===== src/rtl/mult_div_pkg.sv =====
// Shared definitions for the HI/LO multiply/divide sequencer.
package mult_div_pkg;

    localparam int WIDTH_DEF = 32;

    localparam logic OP_MULT = 1'b0;
    localparam logic OP_DIV  = 1'b1;

    typedef enum logic [1:0] {
        ST_IDLE = 2'd0,
        ST_RUN  = 2'd1,
        ST_FIX  = 2'd2,
        ST_DONE = 2'd3
    } state_e;

endpackage


===== src/rtl/sign_fix64.sv =====
// Conditional two's-complement negate of a W-bit value; purely combinational, 0 cycles.
// No flow control: output follows inputs.
module sign_fix64 #(
    parameter int W = 64
) (
    input  logic         neg,
    input  logic [W-1:0] x,
    output logic [W-1:0] y
);

    assign y = neg ? (~x + W'(1)) : x;

endmodule


===== src/rtl/mult_div_ctrl.sv =====
// HI/LO multiply/divide sequencer: signed shift-add MULT and restoring DIV (DIV built only with MULTDIV_DIV_EN).
// Latency WIDTH+2 cycles start->done/hi_lo_write; divide-by-zero and disabled DIV finish after 1 cycle.
// No backpressure: busy stalls the main FSM and start is ignored unless idle.
module mult_div_ctrl
    import mult_div_pkg::*;
#(
    parameter int WIDTH = WIDTH_DEF
) (
    input  logic             clk,
    input  logic             reset,
    input  logic             start,
    input  logic             op,
    input  logic [WIDTH-1:0] a_in,
    input  logic [WIDTH-1:0] b_in,
    output logic             busy,
    output logic             done,
    output logic             hi_lo_write,
    output logic [WIDTH-1:0] hi_out,
    output logic [WIDTH-1:0] lo_out,
    output logic             div_zero
);

    localparam int CW = $clog2(WIDTH) + 1;

    state_e             state;
    logic [CW-1:0]      count;
    logic               sa, sb, wr_pend, dz_pend;
    logic [WIDTH-1:0]   opnd, shreg;
    logic [2*WIDTH-1:0] acc, a_abs, b_abs, res_in, res;
    logic [WIDTH:0]     mul_sum;

    // Sign-extended operands negated when negative leave |x| in the low half.
    sign_fix64 #(.W(2*WIDTH)) u_abs_a (.neg(a_in[WIDTH-1]), .x({{WIDTH{a_in[WIDTH-1]}}, a_in}), .y(a_abs));
    sign_fix64 #(.W(2*WIDTH)) u_abs_b (.neg(b_in[WIDTH-1]), .x({{WIDTH{b_in[WIDTH-1]}}, b_in}), .y(b_abs));

    assign mul_sum = {1'b0, acc[2*WIDTH-1:WIDTH]} + (shreg[0] ? {1'b0, opnd} : '0);

`ifdef MULTDIV_DIV_EN
    logic               op_q;
    logic [WIDTH-1:0]   rem;
    logic [WIDTH:0]     rem_sh, diff;
    logic [2*WIDTH-1:0] rem_fix;
    logic               unused_bits;

    // shreg holds the dividend during DIV and collects quotient bits from the LSB end.
    assign rem_sh = {rem, shreg[WIDTH-1]};
    assign diff   = rem_sh - {1'b0, opnd};
    assign res_in = op_q ? {{WIDTH{1'b0}}, shreg} : acc;

    sign_fix64 #(.W(2*WIDTH)) u_fix_rem (.neg(sa), .x({{WIDTH{1'b0}}, rem}), .y(rem_fix));

    assign unused_bits = ^{a_abs[2*WIDTH-1:WIDTH], b_abs[2*WIDTH-1:WIDTH], rem_fix[2*WIDTH-1:WIDTH]};
`else
    logic unused_bits;

    assign res_in      = acc;
    assign unused_bits = ^{a_abs[2*WIDTH-1:WIDTH], b_abs[2*WIDTH-1:WIDTH]};
`endif

    sign_fix64 #(.W(2*WIDTH)) u_fix_res (.neg(sa ^ sb), .x(res_in), .y(res));

    always_ff @(posedge clk) begin
        if (!reset) begin
            state       <= ST_IDLE;
            count       <= '0;
            sa          <= 1'b0;
            sb          <= 1'b0;
            wr_pend     <= 1'b0;
            dz_pend     <= 1'b0;
            opnd        <= '0;
            shreg       <= '0;
            acc         <= '0;
            busy        <= 1'b0;
            done        <= 1'b0;
            hi_lo_write <= 1'b0;
            div_zero    <= 1'b0;
            hi_out      <= '0;
            lo_out      <= '0;
`ifdef MULTDIV_DIV_EN
            op_q        <= 1'b0;
            rem         <= '0;
`endif
        end else begin
            done        <= 1'b0;
            hi_lo_write <= 1'b0;
            div_zero    <= 1'b0;
            case (state)
                ST_IDLE: begin
                    if (start) begin
                        sa    <= a_in[WIDTH-1];
                        sb    <= b_in[WIDTH-1];
                        opnd  <= (op == OP_DIV) ? b_abs[WIDTH-1:0] : a_abs[WIDTH-1:0];
                        shreg <= (op == OP_DIV) ? a_abs[WIDTH-1:0] : b_abs[WIDTH-1:0];
                        acc   <= '0;
                        count <= CW'(WIDTH);
                        busy  <= 1'b1;
`ifdef MULTDIV_DIV_EN
                        op_q  <= op;
                        rem   <= '0;
                        if (op == OP_DIV && b_in == '0) begin
                            state   <= ST_DONE;
                            wr_pend <= 1'b0;
                            dz_pend <= 1'b1;
                        end else begin
                            state   <= ST_RUN;
                            wr_pend <= 1'b1;
                            dz_pend <= 1'b0;
                        end
`else
                        dz_pend <= 1'b0;
                        if (op == OP_DIV) begin
                            state   <= ST_DONE;
                            wr_pend <= 1'b0;
                        end else begin
                            state   <= ST_RUN;
                            wr_pend <= 1'b1;
                        end
`endif
                    end
                end
                ST_RUN: begin
                    count <= count - CW'(1);
                    if (count == CW'(1))
                        state <= ST_FIX;
`ifdef MULTDIV_DIV_EN
                    if (op_q) begin
                        if (diff[WIDTH]) begin
                            rem   <= rem_sh[WIDTH-1:0];
                            shreg <= {shreg[WIDTH-2:0], 1'b0};
                        end else begin
                            rem   <= diff[WIDTH-1:0];
                            shreg <= {shreg[WIDTH-2:0], 1'b1};
                        end
                    end else begin
                        acc   <= {mul_sum, acc[WIDTH-1:1]};
                        shreg <= {1'b0, shreg[WIDTH-1:1]};
                    end
`else
                    acc   <= {mul_sum, acc[WIDTH-1:1]};
                    shreg <= {1'b0, shreg[WIDTH-1:1]};
`endif
                end
                ST_FIX: begin
                    lo_out <= res[WIDTH-1:0];
`ifdef MULTDIV_DIV_EN
                    hi_out <= op_q ? rem_fix[WIDTH-1:0] : res[2*WIDTH-1:WIDTH];
`else
                    hi_out <= res[2*WIDTH-1:WIDTH];
`endif
                    state  <= ST_DONE;
                end
                ST_DONE: begin
                    busy        <= 1'b0;
                    done        <= 1'b1;
                    hi_lo_write <= wr_pend;
                    div_zero    <= dz_pend;
                    state       <= ST_IDLE;
                end
                default: state <= ST_IDLE;
            endcase
        end
    end

endmodule


===== config.mk =====
export PLATFORM = sky130hd
export DESIGN_NAME = mult_div_ctrl
export DESIGN_NICKNAME = d
export VERILOG_FILES = /design/src/rtl/mult_div_pkg.sv /design/src/rtl/sign_fix64.sv /design/src/rtl/mult_div_ctrl.sv
export SDC_FILE = /design/constraint.sdc
export NUM_CORES = 1
export LEC_CHECK = 0
export CAP_MARGIN = 0
export CORE_AREA = 3 3 179 181
export DETAILED_ROUTE_END_ITERATION = 8
export DIE_AREA = 0 0 182 184
export SLEW_MARGIN = 25
export SYNTH_ARGS = -nofsm -noshare
export SYNTH_HDL_FRONTEND = slang
export SYNTH_SLANG_ARGS = --single-unit

===== constraint.sdc =====
create_clock -name clk -period 3.6 [get_ports clk]
set_clock_uncertainty 0.15 [all_clocks]
set_input_delay 0.54 -clock clk [delete_from_list [all_inputs] [get_ports clk]]
set_output_delay 0.54 -clock clk [all_outputs]
set_load 0.01 [all_outputs]

==> flow_summary_export.csv <==
group,metric,value,unit
synth,ys_top_cells_by_area,"sky130_fd_sc_hd__dfxtp_1, sky130_fd_sc_hd__o21ai_0, sky130_fd_sc_hd__xnor2_1",
synth,synth_xor_area_frac,0.106,
setup_path,worst-r2r-cell-count,12,
synth,share_of_the_yosys_chip_area_belonging_to_registers,0.338,
timing,rsz_0062_raised_after_global_routing,"no",
floorplanning,ios,136,
floorplanning,die_extent_in_y,184,um
clocking,postCtsHoldBufs,0,
clocking,clk-insertion-delay-late,0.52,ns
pwr,p_int,4860,uW
synth,yosys.area_share.adder,0.0437,
timing,setup_viol_count_final,0,
global_routing,grt_start_max_net_pins,59,
timing,postLayoutSetupSlackWorst,0.287,ns
floorplanning,floorplan.die.width,182,um
synth,synthDominantAreaCellType,"sky130_fd_sc_hd__dfxtp_1",
setup_path,critical_path.reg2reg.startpoint,"shreg[0]",
timing,report.final.slew_viol_count,0,
setup_path,rrSetupSlack,0.29,ns
detailed_routing,post_drt_wl_per_cell,16.9,um
timing,hold_violations,0,
synth,main_combinational_cell_family_by_area_after_synthesis,"compound AO/OA/AOI/OAI gates",
synth,synth-async-reset-ratio,0,
global_routing,global_route_wire_length_before_repair,55800,um
synth,ys_dominant_reg_cell,"sky130_fd_sc_hd__dfxtp_1",
cells_and_area,post_layout_net_count,1741,
setup_path,timing.critical_path.fanout_max,6,
setup_path,crit_path_launch_type,"register",
floorplanning,die_area,33500,sq um
global_routing,grt_antenna_before_repair,0,
clocking,cts.clk_slew.worst_paths,0.06,ns
pwr,combPwrFrac,0.292,
detailed_routing,drt_drc_violations_left,0,
clocking,cts-resized-gates,0,
pwr,share_seq_of_total_power,0.387,
pwr,powerDensity,493,nW/um^2
detailed_routing,drt.antenna.violating_nets,0,
timing,final_min_period_over_clock_period,0.920,
synth,mapped_avg_cell_area,7.96,sq um
hold_path,worstHoldStart,"opnd[3]",
status,outcome,"completed",
clocking,cts_tree,"built",
clocking,tritoncts_num_sinks,206,
setup_path,worst-setup-path-type,"reg -> reg",
floorplanning,start_util,0.399,
timing,tightestPinTransition,0.982,ns
hold_path,whs_path_depth,2,
setup_path,required_time_worst_endpoint,3.87,ns
clocking,inserted_clock_buffers,22,
clocking,cts.htree.levels,1,
timing,slew_headroom,0.343,
floorplanning,placeableCoreArea,30600,sq um
hold_path,worst_hold_path.endpoint,"opnd[3]",
timing,layout_min_cycle_time,3.31,ns
timing,timing.setup.tns,0,ns
synth,post-synth-top-count-cell,"sky130_fd_sc_hd__dfxtp_1",
synth,post_synth_mux_area_share,0.0164,
synth,post_synth_inst_count,1533,
floorplanning,rows,64,
clocking,buffer_depth_of_the_longest_clock_path,3,
pwr,netSwitchingPower,2410,uW
clocking,cts_root_buffer,"sky130_fd_sc_hd__clkbuf_16",
setup_path,timing.critical_path.cells,"and2_1 > ha_1 > inv_1 > fa_1 > nor2b_1 > o2111ai_1 > a2111oi_2 > buf_4 > o31ai_1 > o21ba_2 > or4b_1 > a211oi_1",
global_routing,grt.total_usage,0.198,
setup_path,critical-path-max-stage-delay,0.50,ns
global_routing,grt_remaining_overflow,0,
pwr,total_power,7270,uW
synth,synth_simple_gate_area_frac,0.204,
detailed_routing,routed_via_density,5.57,
setup_path,crit_path_dat,3.58,ns
synth,count_of_state_elements_after_synthesis,206,
cells_and_area,area.growth.synth_to_final,20.8,%
pwr,clockPowerShare,0.321,
place,hpwlAfterDp,26100,um
hold_path,holdCritPathClass,"reg -> reg",
detailed_routing,route.final.wire_length,34500,um
cells_and_area,final_layout_size_suffix_gt1_frac,0.0601,
timing,max_freq,0.302,GHz
setup_path,critical_path_top_delay_cell,"sky130_fd_sc_hd__or4b_1",
detailed_routing,drtIter0Drc,955,
clocking,post_cts_buffers,0,
cells_and_area,finish.utilization,0.482,
synth,synth_compound_gate_area_share,0.251,
run,max_cap_viol_count,0,
detailed_routing,num_vias,11400,
global_routing,first_global_vias,10500,
place,place.port_buffers,134,
timing,hold-worst-slack,0.295,ns
pwr,irDropWorstVdd,0.265,mV
place,gp_congestion,0.904,
cells_and_area,insertedDiodeCount,0,
synth,yosysWarningCount,0,
detailed_routing,drtPass1Iterations,5,
pwr,power.leakage,0.00544,uW
synth,post_synthesis_instance_area,12200,sq um
synth,synth_edf_count,0,
setup_path,rr_endpoint,"acc[63]",
pwr,swShare,0.332,
place,post_place_setup_slack,-0.00291,ns
synth,yosysUniqueCellTypes,78,
synth,post-synth-top-area-fraction,0.338,
synth,mappedNetlistNets,1643,
synth,synth_top_cells_by_count,"sky130_fd_sc_hd__dfxtp_1, sky130_fd_sc_hd__nand2_1, sky130_fd_sc_hd__nor2_1",
setup_path,crit_path_end_kind,"register",
## worst max path at each step
stage                         from  depth (start not counted)  slack [ns]        to
after floorplan           shreg[0]                         12        0.29   acc[63]
after global placement    a_in[18]                          8        0.08  opnd[25]
after detailed placement   b_in[0]                         11      -0.003  opnd[30]
after CTS                 shreg[0]                         12        0.29   acc[63]
after global routing      shreg[0]                         12       0.008   acc[63]
final                     shreg[0]                         12        0.29   acc[63]
## layer usage
metal  wire length [um]  part of all wire  global-route usage  vias to the layer above
met5                  0                 0                   0                        -
met4                522             0.015              0.0402                        0
met3               2170             0.063              0.0303                       36
met2              14600              0.42               0.305                      344
met1              17200              0.50               0.294                     5232
li1                   -                 -                   -                     5755
## placed cells by master (no fill, tap or decap), drive strengths merged, types with 34 or more instances in the layout
| cell type | count |
|---|---|
| clkdlybuf4s50 | 133 |
| buf | 37 |
| o21ai | 134 |
| nand2 | 170 |
| and2 | 41 |
| a21oi | 95 |
| dfxtp | 206 |
| ha | 41 |
| nor2 | 159 |
| xor2 | 72 |
| xnor2 | 75 |
| clkbuf | 34 |
| a22oi | 52 |
## cell type report
type,instances,area (sq um)
fill,3020,15900
tap,396,495
clock inverter,5,86.3
multi-input combinational,1197,7610
clock buffer,34,666
sequential,206,4120
inverter,34,129
timing repair buffer,170,1620
## logic make-up (layout without fill, tap and decap cells)
| kind of cell | count (synthesis) | after routing |
|---|---|---|
| muxes | 20 | 20 |
| buffers and inverters | 130 | 243 |
| DFF | 206 | 206 |
| xor gates and xnor gates | 147 | 147 |
| adders and majority gates | 42 | 42 |
| AOI/OAI and AO/OA | 465 | 465 |
| and+or+nand+nor | 522 | 522 |
| other | 1 | 1 |
## sequential cells by signal, indices dropped and copies added (netlist names)
register and flops:
sa 1, busy 1, state 2, opnd 32
hi_out 32, count 6, done 1, lo_out 32
wr_pend 1, sb 1, acc 64, hi_lo_write 1
shreg 32
## power groups by stage
stage	registers (uW)	clock network [uW]	logic (uW)
after detailed placement	2860	0	2120
after floorplan	2850	0	1300
after CTS	2810	2380	2130
after global routing	2850	2470	2360
final	2810	2330	2120
after global placement	2850	0	2100
## worst max-delay path, delay by kind of cell (launching register included)
kind            cells  cell delay (ns)
compound gates      5             1.01
simple gates        3             0.82
fa+ha+maj           2             0.58
flops               1             0.38
buf+inv             2             0.25
## per-stage QoR
step           cells  instance area [sq um]
3_5_place_dp    2003                  14000
2_1_floorplan   1533                  12200
3_3_place_gp    2003                  14000
6_report        2042                  14700
4_1_cts         2042                  14700
5_1_grt         2042                  14700
No activity file was read; power rests on OpenSTA's default activity.
